===== config.mk =====
export PLATFORM = sky130hd
export DESIGN_NAME = bbox_accum
export DESIGN_NICKNAME = d
export VERILOG_FILES = /design/src/rtl/bbox_accum.sv
export SDC_FILE = /design/constraint.sdc
export NUM_CORES = 1
export LEC_CHECK = 0
export ABC_AREA = 1
export BUFFER_PORTS_ARGS = -buffer_cell sky130_fd_sc_hd__buf_2
export CORE_MARGIN = 2
export CORE_UTILIZATION = 33
export DETAILED_ROUTE_END_ITERATION = 10
export GPL_TIMING_DRIVEN = 0
export PLACE_DENSITY_LB_ADDON = 0.15
export REMOVE_ABC_BUFFERS = 1
export SKIP_LAST_GASP = 1
export SYNTH_ARGS = -nofsm -noshare
export SYNTH_HDL_FRONTEND = slang
export SYNTH_SLANG_ARGS = --single-unit

===== constraint.sdc =====
create_clock -name clk -period 2.95 [get_ports clk]
set_input_delay 0.1475 -clock clk [delete_from_list [all_inputs] [get_ports clk]]
set_output_delay 0.1475 -clock clk [all_outputs]
set_load 0.01 [all_outputs]

===== src/rtl/bbox_accum.sv =====
// Bounding-box accumulator: merges per-slot boxes over a frame, then dumps
// every occupied slot in ascending order with ready/valid backpressure.
module bbox_accum #(
  parameter int XW   = 7,
  parameter int YW   = 6,
  parameter int NOBJ = 4,
  parameter int IDW  = 2
) (
  input  logic                    clk,
  input  logic                    reset,
  input  logic                    frame_start,
  input  logic                    frame_end,
  input  logic                    in_valid,
  output logic                    in_ready,
  input  logic [IDW-1:0]          in_id,
  input  logic [2*XW+2*YW-1:0]    in_box,
  output logic                    out_valid,
  input  logic                    out_ready,
  output logic [IDW-1:0]          out_id,
  output logic [2*XW+2*YW-1:0]    out_box,
  output logic                    dump_done,
  output logic [NOBJ-1:0]         occupied,
  output logic                    id_err
);

  localparam int BW = 2*XW + 2*YW;

  typedef enum logic {ACCUM, DUMP} state_t;

  state_t            state_q, state_d;
  logic [BW-1:0]     box_q [NOBJ];
  logic [BW-1:0]     box_d [NOBJ];
  logic [NOBJ-1:0]   occ_q, occ_d;
  logic              id_err_q, id_err_d;
  logic [IDW-1:0]    idx_q, idx_d;
  logic              out_valid_q, out_valid_d;
  logic [IDW-1:0]    out_id_q, out_id_d;
  logic [BW-1:0]     out_box_q, out_box_d;
  logic              dump_done_q, dump_done_d;
  logic              accept;
  logic              id_ok;

  // Field-wise union of two boxes: min of the corner origin, max of the far corner.
  function automatic logic [BW-1:0] merge_box(input logic [BW-1:0] a, input logic [BW-1:0] b);
    logic [XW-1:0] ax0, axn, bx0, bxn;
    logic [YW-1:0] ay0, ayn, by0, byn;
    {ax0, ay0, axn, ayn} = a;
    {bx0, by0, bxn, byn} = b;
    return {(bx0 < ax0) ? bx0 : ax0,
            (by0 < ay0) ? by0 : ay0,
            (bxn > axn) ? bxn : axn,
            (byn > ayn) ? byn : ayn};
  endfunction

  assign accept   = in_valid && (state_q == ACCUM);
  assign id_ok    = ({1'b0, in_id} < (IDW+1)'(NOBJ));
  assign in_ready = (state_q == ACCUM);

  // Next-state: accumulate/clear in ACCUM, scan slots in DUMP. Output beat
  // registers are loaded from the next-state view so they align with idx_q.
  always_comb begin
    state_d     = state_q;
    box_d       = box_q;
    occ_d       = occ_q;
    id_err_d    = id_err_q;
    idx_d       = idx_q;
    dump_done_d = 1'b0;
    out_valid_d = 1'b0;
    out_id_d    = '0;
    out_box_d   = '0;

    if (state_q == ACCUM) begin
      if (frame_start) begin
        occ_d    = '0;
        id_err_d = 1'b0;
      end
      if (accept) begin
        if (!id_ok) begin
          id_err_d = 1'b1;
        end else begin
          for (int unsigned i = 0; i < NOBJ; i++) begin
            if (in_id == IDW'(i)) begin
              box_d[i] = occ_d[i] ? merge_box(box_q[i], in_box) : in_box;
              occ_d[i] = 1'b1;
            end
          end
        end
      end
      if (frame_end) begin
        state_d = DUMP;
        idx_d   = '0;
      end
    end else begin
      if (!out_valid_q || out_ready) begin
        if (idx_q == IDW'(NOBJ-1)) begin
          state_d     = ACCUM;
          dump_done_d = 1'b1;
          occ_d       = '0;
          idx_d       = '0;
          for (int unsigned i = 0; i < NOBJ; i++) begin
            box_d[i] = '0;
          end
        end else begin
          idx_d = idx_q + 1'b1;
        end
      end
    end

    if (state_d == DUMP) begin
      for (int unsigned i = 0; i < NOBJ; i++) begin
        if (idx_d == IDW'(i) && occ_d[i]) begin
          out_valid_d = 1'b1;
          out_id_d    = idx_d;
          out_box_d   = box_d[i];
        end
      end
    end
  end

  // State and registered outputs with synchronous reset.
  always_ff @(posedge clk) begin
    if (reset) begin
      state_q     <= ACCUM;
      box_q       <= '{default: '0};
      occ_q       <= '0;
      id_err_q    <= 1'b0;
      idx_q       <= '0;
      out_valid_q <= 1'b0;
      out_id_q    <= '0;
      out_box_q   <= '0;
      dump_done_q <= 1'b0;
    end else begin
      state_q     <= state_d;
      box_q       <= box_d;
      occ_q       <= occ_d;
      id_err_q    <= id_err_d;
      idx_q       <= idx_d;
      out_valid_q <= out_valid_d;
      out_id_q    <= out_id_d;
      out_box_q   <= out_box_d;
      dump_done_q <= dump_done_d;
    end
  end

  assign out_valid = out_valid_q;
  assign out_id    = out_id_q;
  assign out_box   = out_box_q;
  assign dump_done = dump_done_q;
  assign occupied  = occ_q;
  assign id_err    = id_err_q;

endmodule

======== Word level (Yosys, flattened, before mapping) ========
Index checks and enable logic that the tools add are counted.
storage, ports and cells
  register bits ........................... 141
  bits of input ports ..................... 34
  output and inout bits ................... 36
operators by class
  add/sub/neg operators ................... 1
  $lt $le $gt $ge ......................... 16
  eq/ne operators ......................... 7
  mux-type cells .......................... 59
  bitwise operators ....................... 3
  reductions and logical operators ........ 11
operator list
  operator             number
  $mux 104             4
  $mux 26              12
  $mux 7               8
  $mux 6               8
  $gt 7x7->1           4
  $lt 7x7->1           4
  $gt 6x6->1           4
  $lt 6x6->1           4
  $mux 4               6
  $mux 2               8
  $mux 1               13
  $eq 2x2->1 const B   5
  $logic_and 1x1->1    5
  $eq 2x1->1 const B   2
  $logic_not 2->1      2
  $not 1->1            3
  $reduce_or 3->1      1
  $add 2x1->2 const B  1
  $reduce_or 2->1      1
  $logic_not 1->1      1
  $logic_or 1x1->1     1

======== Depth between registers and ports, before layout ========
  depth after elaboration ................. 10
  gate-level depth with buffers ........... 17

======== Worst setup path before layout ========
No wires, ideal clock.
  kind .................................... register to register
  from .................................... register idx_q[0]
  to ...................................... register out_box_q[10], in the netlist out_box[10]
  setup time .............................. 0.128 ns
  data arrival time ....................... 1.790 ns
  path slack .............................. 1.032 ns
  stages on the path, launching flop included .. 13
  buffers on the path ..................... 2
  period minus slack after synthesis ...... 1.918 ns
  path through ............................ dfxtp_1 > ha_1 > inv_1 > a21oi_1 > nor2_1 > buf_2 > inv_1 > clkbuf_1 > o21ai_0 > nand2_1 > nand2_1 > nor2_1 > nor2_1
on the way
  cells in the longest elaborated chain, start to end .. 10
RTL lines
  element                                           RTL line  RTL
  start, declared                                   35        logic [IDW-1:0] idx_q, idx_d;
  start signal, assigned                            137       idx_q <= idx_d;
  $add 2x1->2 / $eq 2x2->1 (equally long branches)  104, 95
  $mux 2                                            95        if (idx_q == IDW'(NOBJ-1)) begin
  $mux 2                                            94        if (!out_valid_q || out_ready) begin
  $mux 2                                            72        if (state_q == ACCUM) begin
  $logic_not 2->1                                   111       if (idx_d == IDW'(i) && occ_d[i]) begin
  $logic_and 1x1->1                                 111
  $mux 26 (4 in a row)                              111
  end signal, assigned                              140       out_box_q <= out_box_d;
  end, declared                                     38        logic [BW-1:0] out_box_q, out_box_d;
Several ways; a longest one is shown, not always the timed one.
A chain may end at the register's enable or synchronous reset.

======== Worst setup path in the final report ========
  from .................................... register state_q
  to ...................................... register out_box_q[15], in the netlist out_box[15]
on the way
  cells in the longest elaborated chain, start to end .. 9
RTL lines
  element                     RTL line  RTL
  start, declared             30        state_t state_q, state_d;
  start signal, assigned      133       state_q <= state_d;
  $not 1->1 (no source line)  n/a
  $logic_and 1x1->1           55        assign accept = in_valid && (state_q == ACCUM);
  $mux 4                      77        if (accept) begin
  $mux 4                      72
  $logic_and 1x1->1           111
  $mux 26 (4 in a row)        111
Several ways; a longest one is shown, not always the timed one.

==> impl_metrics.ini <==
[status]
status = finished, final reports clean

[clock_tree]
tritoncts = yes
worst_skew_pair.late_latency_ps = 430
cts.sinks = 141
cts_root_buf = clkbuf_16
cts_inserted_buffers = 17
htreeDepth = 4
clk_pin_slew_ps = 70
clockBufferDepth = 2

[finish]
drive_gt1_frac = 0.0934
diodes = 0
area_growth_pct = 17.0
fillers = 3135
post-route-util = 0.393
layout_commonest_cell = nand2_1
nets = 1735
regArea_sq_um = 2830
final_cell_mix = nand2_1 (484), nand3_1 (222), inv_1 (183), dfxtp_1 (140), nor2_1 (128)
multiInputGateArea_sq_um = 5970

[placed_design]
place.gp.congestion = 0.806
dp_hpwl_um = 21400
portBuffers = 68

[routing]
wl_per_cell_um = 15.7
ant_nets = 0
via_per_inst = 4.95
num_vias = 9913
first_pass_iters = 5
initialDrtViolationCount = 637
route.detailed.drc = 0
wl_um = 31400

[critical_path]
rr_worst_depth = 12
start_kind = flip-flop
cp_data_required_time_ps = 3250
cp-end-kind = flip-flop
crit_fanout = 28
setup.worst_path.class = flip-flop to flip-flop
worstPathArrival_ps = 3010

[sta]
period_share = 0.918
holdWs_ps = 210
period_minus_slack_ps = 2710
max_slew_margin = 0.378
maxSlewViolCount = 0
hold_violations = 0
setup_viol_count_final = 0
tightest_slew_ps = 932
rsz0062_at_grt = no
fmax_ghz = 0.369
fin_setup_tns_ps = 0
fin_skew_ps = 14.6

[synthesis]
syn_area_sq_um = 9670
synth-seq-cells = 141
netlist-cell-type-count = 30
yosysSeqAreaShare = 0.292
ys.flop_type = dfxtp_1
yosys_warnings = 0
synthCells = 1546
synth.avg_cell_area_sq_um = 6.25
synth_edf_count = 0
async_reset_ff_frac = 0

[grt]
grt-ovfl-total = 0
grt_pass1_wl_um = 50400
antenna_found_initial = 1
grt_pass1_vias = 9569
grt_max_degree = 62
grt_usage = 0.207

[hold_path]
hold_path_class = input port to flip-flop
holdPathStages = 5

[floorplan]
dieArea_sq_um = 30700
start_util = 0.336
die_w_um = 175
core-area_sq_um = 28800
io_pins = 70
rows = 62
die_h_um = 175

[power]
power.density_nw_per_um2 = 443
p_leak_nw = 5.39
vdd_drop_max_mv = 0.346
finalPower_mw = 5.02

[run]
drv_cap = 0
[final timing paths]
path	start	end	slack, ps
worst max-delay path	state_q	out_box[15]	240
worst min-delay path	in_box[2]	box_q[80]	210
worst max register to register	state_q	out_box[15]	240
worst min register to register	box_q[40]	box_q[40]	490
[Yosys cell counts (all sizes together), types with 4 or more instances]
cell type,count,share of area
a21o,6,0.0047
a21oi,123,0.064
buf,29,0.014
clkbuf,29,0.011
dfxtp,141,0.29
ha,97,0.13
inv,189,0.073
nand2,485,0.19
nand3,223,0.12
nand3b,4,0.0031
nand4,29,0.019
nor2,132,0.052
nor3,8,0.0085
o211ai,5,0.0039
o21ai,38,0.020
[logic make-up (layout without fill, tap and decap cells)]
| kind of cell | after synthesis | after routing | share of synthesized area |
|---|---|---|---|
| AOI/OAI and AO/OA | 177 | 177 | 0.0967 |
| adders and majority gates | 97 | 97 | 0.126 |
| buffers and inverters | 248 | 317 | 0.0989 |
| DFF | 141 | 141 | 0.292 |
| other | 1 | 1 | 0.000388 |
| and+or+nand+nor | 882 | 884 | 0.387 |
[final cells by class]
cell class | count | share of cell area
Clock buffer | 19 | 0.0392
Clock inverter | 13 | 0.0103
Inverter | 190 | 0.0647
Multi-Input combinational cell | 1159 | 0.527
Sequential cell | 141 | 0.250
Tap cell | 384 | 0.0425
Timing Repair Buffer | 93 | 0.0646
Timing Repair inverter | 2 | 0.00144
[worst max-delay path, cell delays in order, from the launching register on]
cell	delay, ps
dfxtp_4	510
clkinv_8	210
nand2_2	220
inv_1	60
nand3_1	270
o21ai_0	180
a22oi_2	310
nor3_4	110
buf_16	180
inv_4	170
a21oi_1	70
nor2_1	210
nor2_1	60
[registers in the layout (all words and copies together), names as in the netlist]
| name | cells |
|---|---|
| out_valid | 1 |
| out_id | 2 |
| state_q | 1 |
| dump_done | 1 |
| out_box | 26 |
| box_q | 104 |
| idx_q | 2 |
| occupied | 4 |
[through the flow]
stage / worst slack (ps) / cell area [sq um] / cells
final: 241 / 11300 / 2001
after global routing: 23.1 / 11300 / 2001
after CTS: 1.17 / 11300 / 2000
after detailed placement: -1170 / 10600 / 1951
after global placement: -8300 / 10200 / 1940
after floorplan: -2650 / 9430 / 1488
[report_power, final]
group	switching [mW]	internal (mW)	total, mW
combinational	0.589	0.301	0.890
sequential	0.0390	1.97	2.01
clock	0.930	1.18	2.11
total	1.56	3.46	5.02
[routing by layer]
| metal | up-vias | wire [um] | global-route usage |
|---|---|---|---|
| li1 | 5144 | - | - |
| met3 | 31 | 1430 | 0.0348 |
| met2 | 222 | 14100 | 0.340 |
| met1 | 4514 | 15400 | 0.286 |
| met5 | - | 13 | 0 |
| met4 | 2 | 393 | 0.0441 |
[what timing repair did]
action	CTS	global route
buffers inserted	14	0
cloned	3	1
hold buffers	0	0
resized for setup	8	8
endpoints found under the setup margin	81	26
pin swaps	8	0
(Power assumes the default switching activity.)
